==> src/rtl/adat_frame_receiver.sv <==
// adat_frame_receiver: decodes an NRZI ADAT stream into eight 24-bit channels plus a 4-bit user nibble.
// Ports:
//   clk          system clock, all state on the rising edge
//   rst_n        asynchronous active-low reset
//   adat_in      raw NRZI ADAT stream, asynchronous to clk
//   audio_out    decoded channel samples, ch0 first in the frame
//   user_out     user bits taken from frame bits 244:241
//   frame_valid  one-clk pulse when audio_out/user_out update
//   frame_error  one-clk pulse on any decode error or timeout
//   locked       high after two consecutive good frames
module adat_frame_receiver #(
    parameter int CLK_FREQ    = 100_000_000,
    parameter int SAMPLE_RATE = 48000
) (
    input  logic        clk,
    input  logic        rst_n,
    input  logic        adat_in,
    output logic [23:0] audio_out [0:7],
    output logic [3:0]  user_out,
    output logic        frame_valid,
    output logic        frame_error,
    output logic        locked
);
    localparam int CPB = CLK_FREQ / (SAMPLE_RATE * 256);
    // Wide enough for the saturated run plus the half-cell rounding term.
    localparam int RW = $clog2(17 * CPB + 1);
    localparam logic [RW-1:0] RUN_MAX = RW'(16 * CPB);
    localparam logic [RW-1:0] TIMEOUT = RW'(13 * CPB);
    localparam logic [RW-1:0] HALF    = RW'(CPB / 2);
    localparam logic [RW-1:0] CELL    = RW'(CPB);
    localparam logic [1:0] HUNT = 2'd0, RECEIVE = 2'd1, WAIT_SYNC = 2'd2;

    logic [2:0]    sync_q, sync_d;
    logic [RW-1:0] run_q, run_d;
    logic [1:0]    state_q, state_d;
    logic [7:0]    cnt_q, cnt_d;
    logic [244:0]  sr_q, sr_d;
    logic [23:0]   audio_q [0:7];
    logic [23:0]   audio_d [0:7];
    logic [3:0]    user_q, user_d;
    logic          valid_q, valid_d, err_q, err_d, lock_q, lock_d, one_q, one_d;
    logic          edge_w, is_sync, is_data, frame_ok;
    logic [RW-1:0] k_w;
    logic [8:0]    sum_w;
    logic [244:0]  shift_w;
    logic [23:0]   dec_w [0:7];

    always_comb begin
        sync_d  = {sync_q[1:0], adat_in};
        edge_w  = sync_q[1] ^ sync_q[2];
        k_w     = (run_q + HALF) / CELL;
        is_sync = k_w == RW'(11);
        is_data = k_w >= RW'(1) && k_w <= RW'(5);
        sum_w   = 9'(cnt_q) + 9'(k_w);
        // A run of k cells is k-1 zeros then a one, so shifting left by k and setting bit 0 appends it.
        shift_w = (sr_q << k_w) | 245'd1;
        frame_ok = shift_w[240];
        for (int g = 0; g < 48; g++)
            frame_ok = frame_ok & shift_w[5*g];
        dec_w = '{default: '0};
        for (int n = 0; n < 8; n++)
            for (int j = 0; j < 6; j++)
                dec_w[n][4*j +: 4] = shift_w[211 - 30*n + 5*j +: 4];
    end

    always_comb begin
        state_d = state_q;
        cnt_d   = cnt_q;
        sr_d    = sr_q;
        audio_d = audio_q;
        user_d  = user_q;
        valid_d = 1'b0;
        err_d   = 1'b0;
        run_d   = edge_w ? RW'(1) : (run_q == RUN_MAX ? run_q : run_q + RW'(1));
        if (edge_w) begin
            case (state_q)
                HUNT: begin
                    state_d = is_sync ? RECEIVE : HUNT;
                    cnt_d   = '0;
                end
                RECEIVE: begin
                    if (is_data) begin
                        sr_d  = shift_w;
                        cnt_d = sum_w[7:0];
                        if (sum_w == 9'd245) begin
                            valid_d = frame_ok;
                            err_d   = !frame_ok;
                            state_d = frame_ok ? WAIT_SYNC : HUNT;
                            audio_d = frame_ok ? dec_w : audio_q;
                            user_d  = frame_ok ? shift_w[244:241] : user_q;
                        end else if (sum_w > 9'd245) begin
                            err_d   = 1'b1;
                            state_d = HUNT;
                        end
                    end else begin
                        err_d   = 1'b1;
                        cnt_d   = '0;
                        state_d = is_sync ? RECEIVE : HUNT;
                    end
                end
                WAIT_SYNC: begin
                    err_d   = !is_sync;
                    cnt_d   = '0;
                    state_d = is_sync ? RECEIVE : HUNT;
                end
                default: state_d = HUNT;
            endcase
        end else if (state_q != HUNT && run_q == TIMEOUT) begin
            err_d   = 1'b1;
            state_d = HUNT;
        end
        // one_q remembers a good frame since the last error; the next good frame locks.
        one_d  = err_d ? 1'b0 : (valid_d ? 1'b1 : one_q);
        lock_d = err_d ? 1'b0 : (valid_d && one_q ? 1'b1 : lock_q);
    end

    always_ff @(posedge clk or negedge rst_n) begin
        if (!rst_n) begin
            sync_q  <= '0;
            run_q   <= '0;
            state_q <= HUNT;
            cnt_q   <= '0;
            sr_q    <= '0;
            audio_q <= '{default: '0};
            user_q  <= '0;
            valid_q <= 1'b0;
            err_q   <= 1'b0;
            lock_q  <= 1'b0;
            one_q   <= 1'b0;
        end else begin
            sync_q  <= sync_d;
            run_q   <= run_d;
            state_q <= state_d;
            cnt_q   <= cnt_d;
            sr_q    <= sr_d;
            audio_q <= audio_d;
            user_q  <= user_d;
            valid_q <= valid_d;
            err_q   <= err_d;
            lock_q  <= lock_d;
            one_q   <= one_d;
        end
    end

    assign audio_out   = audio_q;
    assign user_out    = user_q;
    assign frame_valid = valid_q;
    assign frame_error = err_q;
    assign locked      = lock_q;
endmodule
==> config.mk <==
export PLATFORM = sky130hd
export DESIGN_NAME = adat_frame_receiver
export DESIGN_NICKNAME = d
export VERILOG_FILES = /design/src/rtl/adat_frame_receiver.sv
export SDC_FILE = /design/constraint.sdc
export NUM_CORES = 1
export LEC_CHECK = 0
export CAP_MARGIN = 20
export CORE_MARGIN = 1.5
export CORE_UTILIZATION = 36
export CTS_BUF_LIST = sky130_fd_sc_hd__clkbuf_4
export CTS_CLUSTER_SIZE = 16
export DETAILED_ROUTE_END_ITERATION = 8
export DONT_BUFFER_PORTS = 1
export PLACE_DENSITY = 0.52
export SLEW_MARGIN = 10
export SYNTH_ARGS = -nofsm -noshare
export SYNTH_HDL_FRONTEND = slang
export SYNTH_SLANG_ARGS = --single-unit
==> constraint.sdc <==
create_clock -name clk -period 6.2 [get_ports clk]
set_input_delay 1.86 -clock clk [delete_from_list [all_inputs] [get_ports clk]]
set_output_delay 1.86 -clock clk [all_outputs]
set_load 0.02 [all_outputs]
## After elaboration in Yosys (flattened, before gate mapping)

Cells that the tools add are included.

| word-level totals | value |
|---|---|
| bits of input ports | 3 |
| register bits | 466 |
| logic and storage cells | 123 |
| output and inout bits | 199 |

| cells by class | value |
|---|---|
| reductions and logical operators | 16 |
| mux-type cells | 26 |
| $lt $le $gt $ge | 3 |
| bitwise operators | 48 |
| shift-type cells | 1 |
| eq/ne operators | 8 |
| add/subtract/negate cells | 3 |

Operators by type and width:

| operator | number |
|---|---|
| << shifter 245 x 5 -> 245 bit | 1 |
| AND 1 bit | 47 |
| two-way mux 8 bit | 3 |
| one-hot mux 8 bit (2 select lines) | 1 |
| two-way mux 1 bit | 14 |
| two-way mux 2 bit | 6 |
| nonzero test 2 bit | 5 |
| adder 8 x 5 -> 9 bit | 1 |
| == test 9 x 8 -> 1 bit (second input constant) | 1 |
| greater-than comparator 9 x 8 -> 1 bit (second input constant) | 1 |
| adder 8 x 1 -> 8 bit (second input constant) | 1 |
| adder 8 x 3 -> 8 bit (second input constant) | 1 |
| == test 8 x 7 -> 1 bit (second input constant) | 1 |
| == test 8 bit (second input constant) | 1 |
| == test 5 x 4 -> 1 bit (second input constant) | 1 |
| >= comparator 5 x 1 -> 1 bit (second input constant) | 1 |
| less-or-equal comparator 5 x 3 -> 1 bit (second input constant) | 1 |
| inequality test 5 bit (second input constant) | 1 |
| AND reduction 5 bit | 1 |
| one-hot mux 2 bit (2 select lines) | 1 |
| AND reduction 2 bit | 2 |
| logical AND 1 bit | 3 |
| AND reduction 3 bit | 1 |
| == test 2 x 1 -> 1 bit (second input constant) | 1 |
| other kinds (7) | 8 |

## Logic depth before layout (Yosys ltp)

Gate-level depths: netlist of run 1.

| depth | value |
|---|---|
| depth in word-level cells | 56 |
| gate-level depth with buffers | 26 |
| mapped depth without buffers | 15 |

## Worst setup path before layout of run 1

No wires, ideal clock.

| timing path | value |
|---|---|
| path type | reg-to-reg |
| from | register run_q[2] |
| to | register audio_q, in the netlist audio_out[163] |
| required time | 6075 ps |
| library setup time | 125 ps |
| arrival | 6266 ps |
| clock period less this slack | 6391 ps |
| slack | -191 ps |
| cell stages (with the launch flop) | 26 |
| buffers on the path | 12 |
| cells stage by stage | dfrtp_1 -> ha_1 -> xnor2_1 -> buf_4 -> buf_4 -> buf_2 -> buf_2 -> buf_2 -> buf_1 -> buf_1 -> buf_1 -> xnor2_1 -> ha_1 -> a21oi_1 -> xnor3_1 -> or3b_1 -> nor4_1 -> nand4_1 -> or4_1 -> or4_1 -> buf_2 -> or2_1 -> buf_6 -> buf_8 -> buf_6 -> mux2_4 |

| between the ends | value |
|---|---|
| longest elaborated chain between the ends | 50 |
| elaborated cells on any way between the ends | 55 |
| those cells by class | add/sub: 2; order compare: 2; eq/ne: 1; shift: 1; bitwise: 47; reduce/logical: 2 |

Ends and longest elaborated chain:

| element | RTL line | RTL |
|---|---|---|
| start: declaration | 34 | `logic [RW-1:0] run_q, run_d;` |
| start signal: assignment | 132 | `run_q <= run_d;` |
| adder 8 x 3 -> 8 bit * | 51 | `k_w = (run_q + HALF) / CELL;` |
| << shifter 245 x 5 -> 245 bit | 56 | `shift_w = (sr_q << k_w) \| 245'd1;` |
| AND 1 bit (47 in series) | 59 | `frame_ok = frame_ok & shift_w[5*g];` |
| AND reduction 5 bit (no source line) | -- |  |
| end signal: assignment | 136 | `audio_q <= audio_d;` |
| end: declaration | 38 | `logic [23:0] audio_q [0:7];` |

Every way passes the cells marked *; elsewhere a longest branch is shown, timed or not.
A chain may end at the register's enable or synchronous reset.

## Final worst setup path of run 1

| timing path | value |
|---|---|
| from | register run_q[2] |
| to | register audio_q, in the netlist audio_out[58] |

The elaborated chain is that of the path after synthesis.

==> results.sh, run 1 <==
export IMPL_run_status="finished, violations left"
export IMPL_violations="max-slew violations"
export IMPL_placementRows=112
export IMPL_grt_max_degree=467
export IMPL_post_route_util=0.394
export IMPL_filler_cell_count=9473
export IMPL_cts_buffer_depth=3
export IMPL_synth_area_leaders="sky130_fd_sc_hd__dfrtp_1 (35%), sky130_fd_sc_hd__mux2_2 (9.6%), sky130_fd_sc_hd__mux4_2 (8.3%), sky130_fd_sc_hd__o21ai_0 (7.1%), sky130_fd_sc_hd__mux2i_1 (6.9%)"
export IMPL_clk_root_buffer_cell="sky130_fd_sc_hd__clkbuf_4"
export IMPL_slowest_delay_ps=700
export IMPL_crit_required_ps=7120
export IMPL_finalWorstPathRequiredPeriod_ps=5850
export IMPL_final_design_area_no_fill_um2=36700
export IMPL_yosys_area_top_type="sky130_fd_sc_hd__dfrtp_1"
export IMPL_synth_edff_count=0
export IMPL_core_area_um2=93000
export IMPL_setup_viol=0
export IMPL_htree_depth=4
export IMPL_post_layout_total_power_mw=7.95
export IMPL_final_nets=3590
export IMPL_cp_buffers_inverters=4
export IMPL_hpwl_after_detailed_placement_um=86400
export IMPL_yosys_cell_types_count=79
export IMPL_power_per_cell_area_nw_per_um2=217
export IMPL_first_pass_grt_wire_length_um=182000
export IMPL_ys_flop_type="sky130_fd_sc_hd__dfrtp_1"
export IMPL_vertical_die_dimension_um=309
export IMPL_dpl_cell_area_um2=35000
export IMPL_end_kind="flip-flop"
export IMPL_synth_seq_cells=466
export IMPL_worstPathCellList="inv_1, ha_4, buf_12, buf_4, mux2i_1, mux4_1, o2bb2ai_1, nor3b_1, or4b_1, or4_1, or4_2, or2_4, buf_4, o21ai_0"
export IMPL_clock_skew_ps=80.3
export IMPL_critical_path_slowest_cell="sky130_fd_sc_hd__ha_4"
export IMPL_wl_per_cell_um=24.5
export IMPL_drv_cap=0
export IMPL_start_util=0.363
export IMPL_layout_drive_gt1_share=0.245
export IMPL_hold_ws_ps=352
export IMPL_timing_worst_slew_pin_value_ps=3740
export IMPL_maxSlewHeadroom=-1.50
export IMPL_layout_area_overhead_vs_synth_pct=8.70
export IMPL_criticalPathCategory="reg2reg"
export IMPL_post_cts_buffers=0
export IMPL_post_cts_resize_count=0
export IMPL_cts_bufs_inserted=140
export IMPL_timing_hold_worst_class="reg2reg"
export IMPL_total_die_area_um2=95600
export IMPL_yosys_warnings=0
export IMPL_die_x_um=309
export IMPL_worst_r2r_setup_slack_ps=350
export IMPL_critical_path_startpoint_type="flip-flop"
export IMPL_critPathArrivalTime_ps=6780
export IMPL_timing_final_hold_violations=0
export IMPL_critPathMaxFanout=65
export IMPL_cp_top_family="simple AND/OR/NAND/NOR gates"
export IMPL_rsz0062_at_grt="no"
export IMPL_finalCritPeriodShare=0.944
export IMPL_antenna_violating_nets_post_route=0
export IMPL_synthesis_area_um2=33700
export IMPL_tritoncts="yes"
export IMPL_power_ir_vdd_worst_mv=0.165
export IMPL_synth_avg_cell_area_um2=9.35
export IMPL_detail_route_wirelength_um=121000
export IMPL_maxClockFrequency_ghz=0.171
export IMPL_cts_hold_buffers_added=0
export IMPL_grt_pass1_vias=27800
export IMPL_post_drt_via_cell_ratio=5.83
export IMPL_cp_common_cell="sky130_fd_sc_hd__buf_4"
export IMPL_clock_latency_ps=1070
export IMPL_setup_tns_final_ps=0
export IMPL_yosysSeqAreaShare=0.346
export IMPL_timing_max_transition_violations_final=370
export IMPL_grt_antenna_before_repair=2
export IMPL_netlist_area_leader_share=0.346
export IMPL_syn_num_nets=3624
export IMPL_route_vias_total=28700
export IMPL_static_leakage_power_nw=16.7
export IMPL_route_detailed_drc=0
export IMPL_synth_async_sr_flop_share=1.00
export IMPL_port_buffers=0
export IMPL_gp_congestion=0.922
export IMPL_firstDrtPassIters=6
export IMPL_clkSinkCount=466
export IMPL_drc_marker_count_from_the_first_detailed_route_iteration=2903
export IMPL_synthCells=3608
export IMPL_globalRouteTotalUtil=0.250
export IMPL_grt_overflow=0
export IMPL_ios=202
export IMPL_path_clk_slew_ps=50
cell usage in the layout (no fill, tap or decap), types with 18 or more instances in the layout:
master	count
sky130_fd_sc_hd__a211oi_1	32
sky130_fd_sc_hd__a21oi_1	239
sky130_fd_sc_hd__a31oi_1	23
sky130_fd_sc_hd__and2_1	21
sky130_fd_sc_hd__buf_12	21
sky130_fd_sc_hd__buf_4	114
sky130_fd_sc_hd__clkbuf_4	193
sky130_fd_sc_hd__clkinv_1	20
sky130_fd_sc_hd__dfrtp_1	466
sky130_fd_sc_hd__inv_1	72
sky130_fd_sc_hd__mux2_2	289
sky130_fd_sc_hd__mux2_4	100
sky130_fd_sc_hd__mux2i_1	231
sky130_fd_sc_hd__mux4_2	124
sky130_fd_sc_hd__nand2_1	500
sky130_fd_sc_hd__nand2b_1	20
sky130_fd_sc_hd__nand3_1	91
sky130_fd_sc_hd__nor2_1	281
sky130_fd_sc_hd__nor3_1	35
sky130_fd_sc_hd__o211ai_1	29
sky130_fd_sc_hd__o21ai_0	478
sky130_fd_sc_hd__o21ai_1	29
sky130_fd_sc_hd__or3_1	18
logic make-up after synthesis:
family                   count (synthesis)  synth area share
AO/OA/AOI/OAI                          921             0.150
multiplexers                           766             0.302
XOR/XNOR                                16           0.00612
buffers and inverters                  385            0.0594
AND/OR/NAND/NOR                       1038             0.132
flip-flops                             466             0.346
adder cells (fa/ha/maj)                 16           0.00571
state kept, by name, summed over array words and instances, names as in the netlist:
register     count
user_out         4
sr_q           245
sync_q           3
state_q          2
cnt_q            8
frame_error      1
audio_out      192
run_q            8
locked           1
one_q            1
frame_valid      1
metal layers:
| layer | wire length [µm] | up-vias | GRT usage |
|---|---|---|---|
| met3 | 9350 | 207 | 0.0504 |
| met1 | 55200 | 14200 | 0.360 |
| met5 | 0 | - | 0 |
| met4 | 3100 | 0 | 0.0821 |
| met2 | 52900 | 1283 | 0.374 |
| li1 | - | 13000 | - |
cell type report:
cell class,count,area [µm²],area share
clock buffers,193,1450,0.0395
multi-input cells,2757,20200,0.550
diodes,10,25.0,0.000682
flip-flops and latches,466,11700,0.318
repair buffers,135,1280,0.0348
clock inverters,35,235,0.00641
well taps,1254,1570,0.0428
inverters,74,288,0.00784
cell usage after synthesis (all sizes together) (9+ instances only):
master    n
a211oi   32
a21o     13
a21oi   241
a31oi    23
and2     21
and3     11
buf     162
clkbuf  147
dfrtp   466
ha       13
inv      74
mux2    406
mux2i   231
mux4    129
nand2   501
nand2b   20
nand3    92
nand4    15
nor2    282
nor3     37
nor4     12
o211ai   29
o21a      9
o21ai   511
or3      18
worst reg2reg max path: stages (launching register included):
cell and delay (ps):
sky130_fd_sc_hd__dfrtp_1 450, sky130_fd_sc_hd__inv_1 150, sky130_fd_sc_hd__ha_4 700, sky130_fd_sc_hd__buf_12 290, sky130_fd_sc_hd__buf_4 200, sky130_fd_sc_hd__mux2i_1 160, sky130_fd_sc_hd__mux4_1 570, sky130_fd_sc_hd__o2bb2ai_1 150
sky130_fd_sc_hd__nor3b_1 420, sky130_fd_sc_hd__or4b_1 550, sky130_fd_sc_hd__or4_1 410, sky130_fd_sc_hd__or4_2 580, sky130_fd_sc_hd__or2_4 400, sky130_fd_sc_hd__buf_4 380, sky130_fd_sc_hd__o21ai_0 330
through the flow:
| stage | worst slack, ps | std cells |
|---|---|---|
| 2_1_floorplan | 6.40 | 3608 |
| 4_1_cts | 401 | 4914 |
| 3_3_place_gp | 493 | 4686 |
| 6_report | 346 | 4924 |
| 3_5_place_dp | 431 | 4686 |
| 5_1_grt | 111 | 4923 |
path summary, 6_finish.rpt:
| path | endpoint | start | cells past startpoint |
|---|---|---|---|
| setup / recovery | audio_out[58]$_DFFE_PN0P_ | run_q[2]$_DFFE_PN0P_ | 14 |
| hold / removal | sync_q[1]$_DFF_PN0_ | sync_q[0]$_DFF_PN0_ | 0 |
| setup reg to reg | audio_out[58]$_DFFE_PN0P_ | run_q[2]$_DFFE_PN0P_ | 14 |
| hold reg to reg | sync_q[1]$_DFF_PN0_ | sync_q[0]$_DFF_PN0_ | 0 |
| max in group asynchronous | sr_q[45]$_DFFE_PN0P_ | rst_n | 0 |
| min in group asynchronous | audio_out[81]$_DFFE_PN0P_ | rst_n | 0 |
power by group:
part	switching, mW	internal, mW	total (mW)
combinational	1.25	0.660	1.91
clock	1.43	1.55	2.98
sequential	0.0118	3.05	3.06
No activity file was read; power rests on OpenSTA's default activity.
==> inputs of run 2 (changes only) <==
CTS_CLUSTER_DIAMETER = 150   (was unset)
==> run 2 against run 1 <==
The run still ends with max-slew violations left. Non-clock buffer count unchanged. Combinational power about the same. Fmax about the same. Via count down 2.5%. Clock skew up 9.5 ps. Sequential power about the same. Largest power group unchanged. Highest routed layer unchanged.
==> results.sh, run 2 (synthesis results as in run 1) <==
export IMPL_worst_r2r_endpoint="audio_out[36]$_DFFE_PN0P_"
export IMPL_ios=202
export IMPL_min_delay_worst_endpoint="sync_q[1]$_DFF_PN0_"
export IMPL_grt_max_degree=467
export IMPL_cts_bufs_inserted=35
export IMPL_depth_of_the_worst_hold_timing_path=0
export IMPL_tritoncts="yes"
export IMPL_clock_skew_ps=89.8
export IMPL_hpwl_after_detailed_placement_um=86400
export IMPL_cts_hold_buffers_added=0
export IMPL_violations="max-slew violations"
export IMPL_layout_common_cells="sky130_fd_sc_hd__nand2_1 (500), sky130_fd_sc_hd__o21ai_0 (478), sky130_fd_sc_hd__dfrtp_1 (466), sky130_fd_sc_hd__mux2_2 (289), sky130_fd_sc_hd__nor2_1 (281)"
export IMPL_drc_marker_count_from_the_first_detailed_route_iteration=2999
export IMPL_static_leakage_power_nw=15.8
export IMPL_critical_path_slowest_cell="sky130_fd_sc_hd__ha_4"
export IMPL_htree_depth=2
export IMPL_slowest_delay_ps=690
export IMPL_die_x_um=309
export IMPL_post_layout_total_power_mw=6.32
export IMPL_port_buffers=0
export IMPL_switchingPower_mw=2.33
export IMPL_cts_buffer_depth=3
export IMPL_first_pass_grt_wire_length_um=179000
export IMPL_final_nets=3485
export IMPL_cp_common_cell="sky130_fd_sc_hd__buf_4"
export IMPL_antenna_violating_nets_post_route=0
export IMPL_worstHoldStart="sync_q[0]$_DFF_PN0_"
export IMPL_wl_per_cell_um=25.1
export IMPL_finalWorstPathRequiredPeriod_ps=5860
export IMPL_finish_cell_count_without_fillers=4729
export IMPL_clk_root_buffer_cell="sky130_fd_sc_hd__clkbuf_4"
export IMPL_gp_congestion=0.922
export IMPL_route_vias_total=28000
export IMPL_maxClockFrequency_ghz=0.171
export IMPL_power_switching_fraction=0.369
export IMPL_crit_required_ps=6970
export IMPL_post_cts_resize_count=0
export IMPL_rsz0062_at_grt="no"
export IMPL_finalCritPeriodShare=0.945
export IMPL_number_of_cells_traversed_by_the_worst_register_to_register_path=14
export IMPL_setup_slack_placement_ps=431
export IMPL_power_internal_mw=3.99
export IMPL_timing_worst_slew_pin_value_ps=3460
export IMPL_power_ir_vdd_worst_mv=0.130
export IMPL_path_clk_slew_ps=220
export IMPL_critPathArrivalTime_ps=6630
export IMPL_post_cts_buffers=0
export IMPL_grt_antenna_before_repair=4
export IMPL_timing_hold_worst_class="reg2reg"
export IMPL_vertical_die_dimension_um=309
export IMPL_route_detailed_drc=0
export IMPL_critical_path_startpoint_type="flip-flop"
export IMPL_firstDrtPassIters=6
export IMPL_worst_r2r_setup_slack_ps=340
export IMPL_setup_slack_ps=343
export IMPL_timing_final_hold_violations=0
export IMPL_pwr_share_clk=0.214
export IMPL_grt_pass1_vias=26700
export IMPL_drv_cap=0
export IMPL_power_per_cell_area_nw_per_um2=179
export IMPL_hold_ws_ps=381
export IMPL_critPathMaxFanout=65
export IMPL_layout_drive_gt1_share=0.209
export IMPL_start_util=0.363
export IMPL_maxSlewHeadroom=-1.31
export IMPL_layout_area_overhead_vs_synth_pct=4.55
export IMPL_largest_reg_flops=245
export IMPL_core_area_um2=93000
export IMPL_run_status="finished, violations left"
export IMPL_most_frequent_standard_cell_in_the_layout_excluding_fill_and_tap_cells="sky130_fd_sc_hd__nand2_1"
export IMPL_met1_usage=0.361
export IMPL_worstPathCellList="inv_1, ha_4, buf_12, buf_4, mux2i_1, mux4_1, o2bb2ai_1, nor3b_1, or4b_1, or4_1, or4_2, or2_4, buf_4, o21ai_0"
export IMPL_timing_max_transition_violations_final=376
export IMPL_total_die_area_um2=95600
export IMPL_grt_overflow=0
export IMPL_placementRows=112
export IMPL_end_kind="flip-flop"
export IMPL_global_route_peak_usage_layer="met2"
export IMPL_power_share_sequential=0.484
export IMPL_criticalPathCategory="reg2reg"
export IMPL_setup_tns_final_ps=0
export IMPL_share_comb_of_total_power=0.301
export IMPL_top_register="sr_q"
export IMPL_clkSinkCount=466
export IMPL_reg2reg_from="run_q[2]$_DFFE_PN0P_"
export IMPL_groute_layer_met2_usage=0.374
export IMPL_post_place_cells=4686
export IMPL_clock_latency_ps=910
export IMPL_grtUsageMet3=0.0369
export IMPL_post_drt_via_cell_ratio=5.92
export IMPL_globalRouteTotalUtil=0.245
export IMPL_setup_viol=0
export IMPL_detail_route_wirelength_um=119000
## run 2: cell types whose count changed in the layout (fill, tap and decap cells not counted), sizes merged
cell and change:
bufinv -3, clkbuf -156, clkinv -28, clkinvlp -1, diode -5, inv -2
## run 2: how the worst max path moves through the flow
| stage | slack (ps) | startpoint | end |
|---|---|---|---|
| 3_3_place_gp | 490 | run_q[4]$_DFFE_PN0P_ | audio_out[52]$_DFFE_PN0P_ |
| 4_1_cts | 320 | run_q[2]$_DFFE_PN0P_ | audio_out[35]$_DFFE_PN0P_ |
| 5_1_grt | 50 | run_q[2]$_DFFE_PN0P_ | audio_out[36]$_DFFE_PN0P_ |
| 3_5_place_dp | 430 | run_q[2]$_DFFE_PN0P_ | audio_out[48]$_DFFE_PN0P_ |
| 6_report | 340 | run_q[2]$_DFFE_PN0P_ | audio_out[36]$_DFFE_PN0P_ |
| 2_1_floorplan | 6 | run_q[2]$_DFFE_PN0P_ | audio_out[163]$_DFFE_PN0P_ |
## run 2: routing by layer
| metal | share of wire | routed length, µm |
|---|---|---|
| met2 | 0.44 | 52400 |
| met3 | 0.072 | 8610 |
| met5 | 0 | 0 |
| met4 | 0.024 | 2900 |
| met1 | 0.46 | 54900 |
## run 2: through the flow
stage,utilization,instance area (µm²)
2_1_floorplan,-,33800
3_3_place_gp,0.376,35000
3_5_place_dp,0.376,35000
4_1_cts,0.379,35300
5_1_grt,0.379,35300
6_report,0.379,35300
## run 2: cell type report
cell class,instances,area [µm²]
Clock buffer,37,278
Timing Repair Buffer,135,1280
Antenna cell,5,12.5
Multi-Input combinational cell,2757,20200
Inverter,74,288
Clock inverter,1,16.3
Sequential cell,466,11700
Tap cell,1254,1570
Fill cell,9503,57800
## run 2: critical path, delay by kind of cell, from the launching register on
family | cells | cell delay (ps)
simple gates | 5 | 2320
mux | 2 | 740
compound gates | 2 | 410
buf+inv | 4 | 970
flops | 1 | 500
fa+ha+maj | 1 | 690
## run 2: power by group through the flow
stage / sequential (mW) / combinational, mW / clock (mW)
global placement: 3.12 / 1.88 / 0
finish: 3.06 / 1.91 / 1.35
global route: 3.06 / 2.02 / 1.51
CTS: 3.06 / 1.88 / 1.43
floorplan: 3.11 / 1.27 / 0
detailed placement: 3.12 / 1.88 / 0
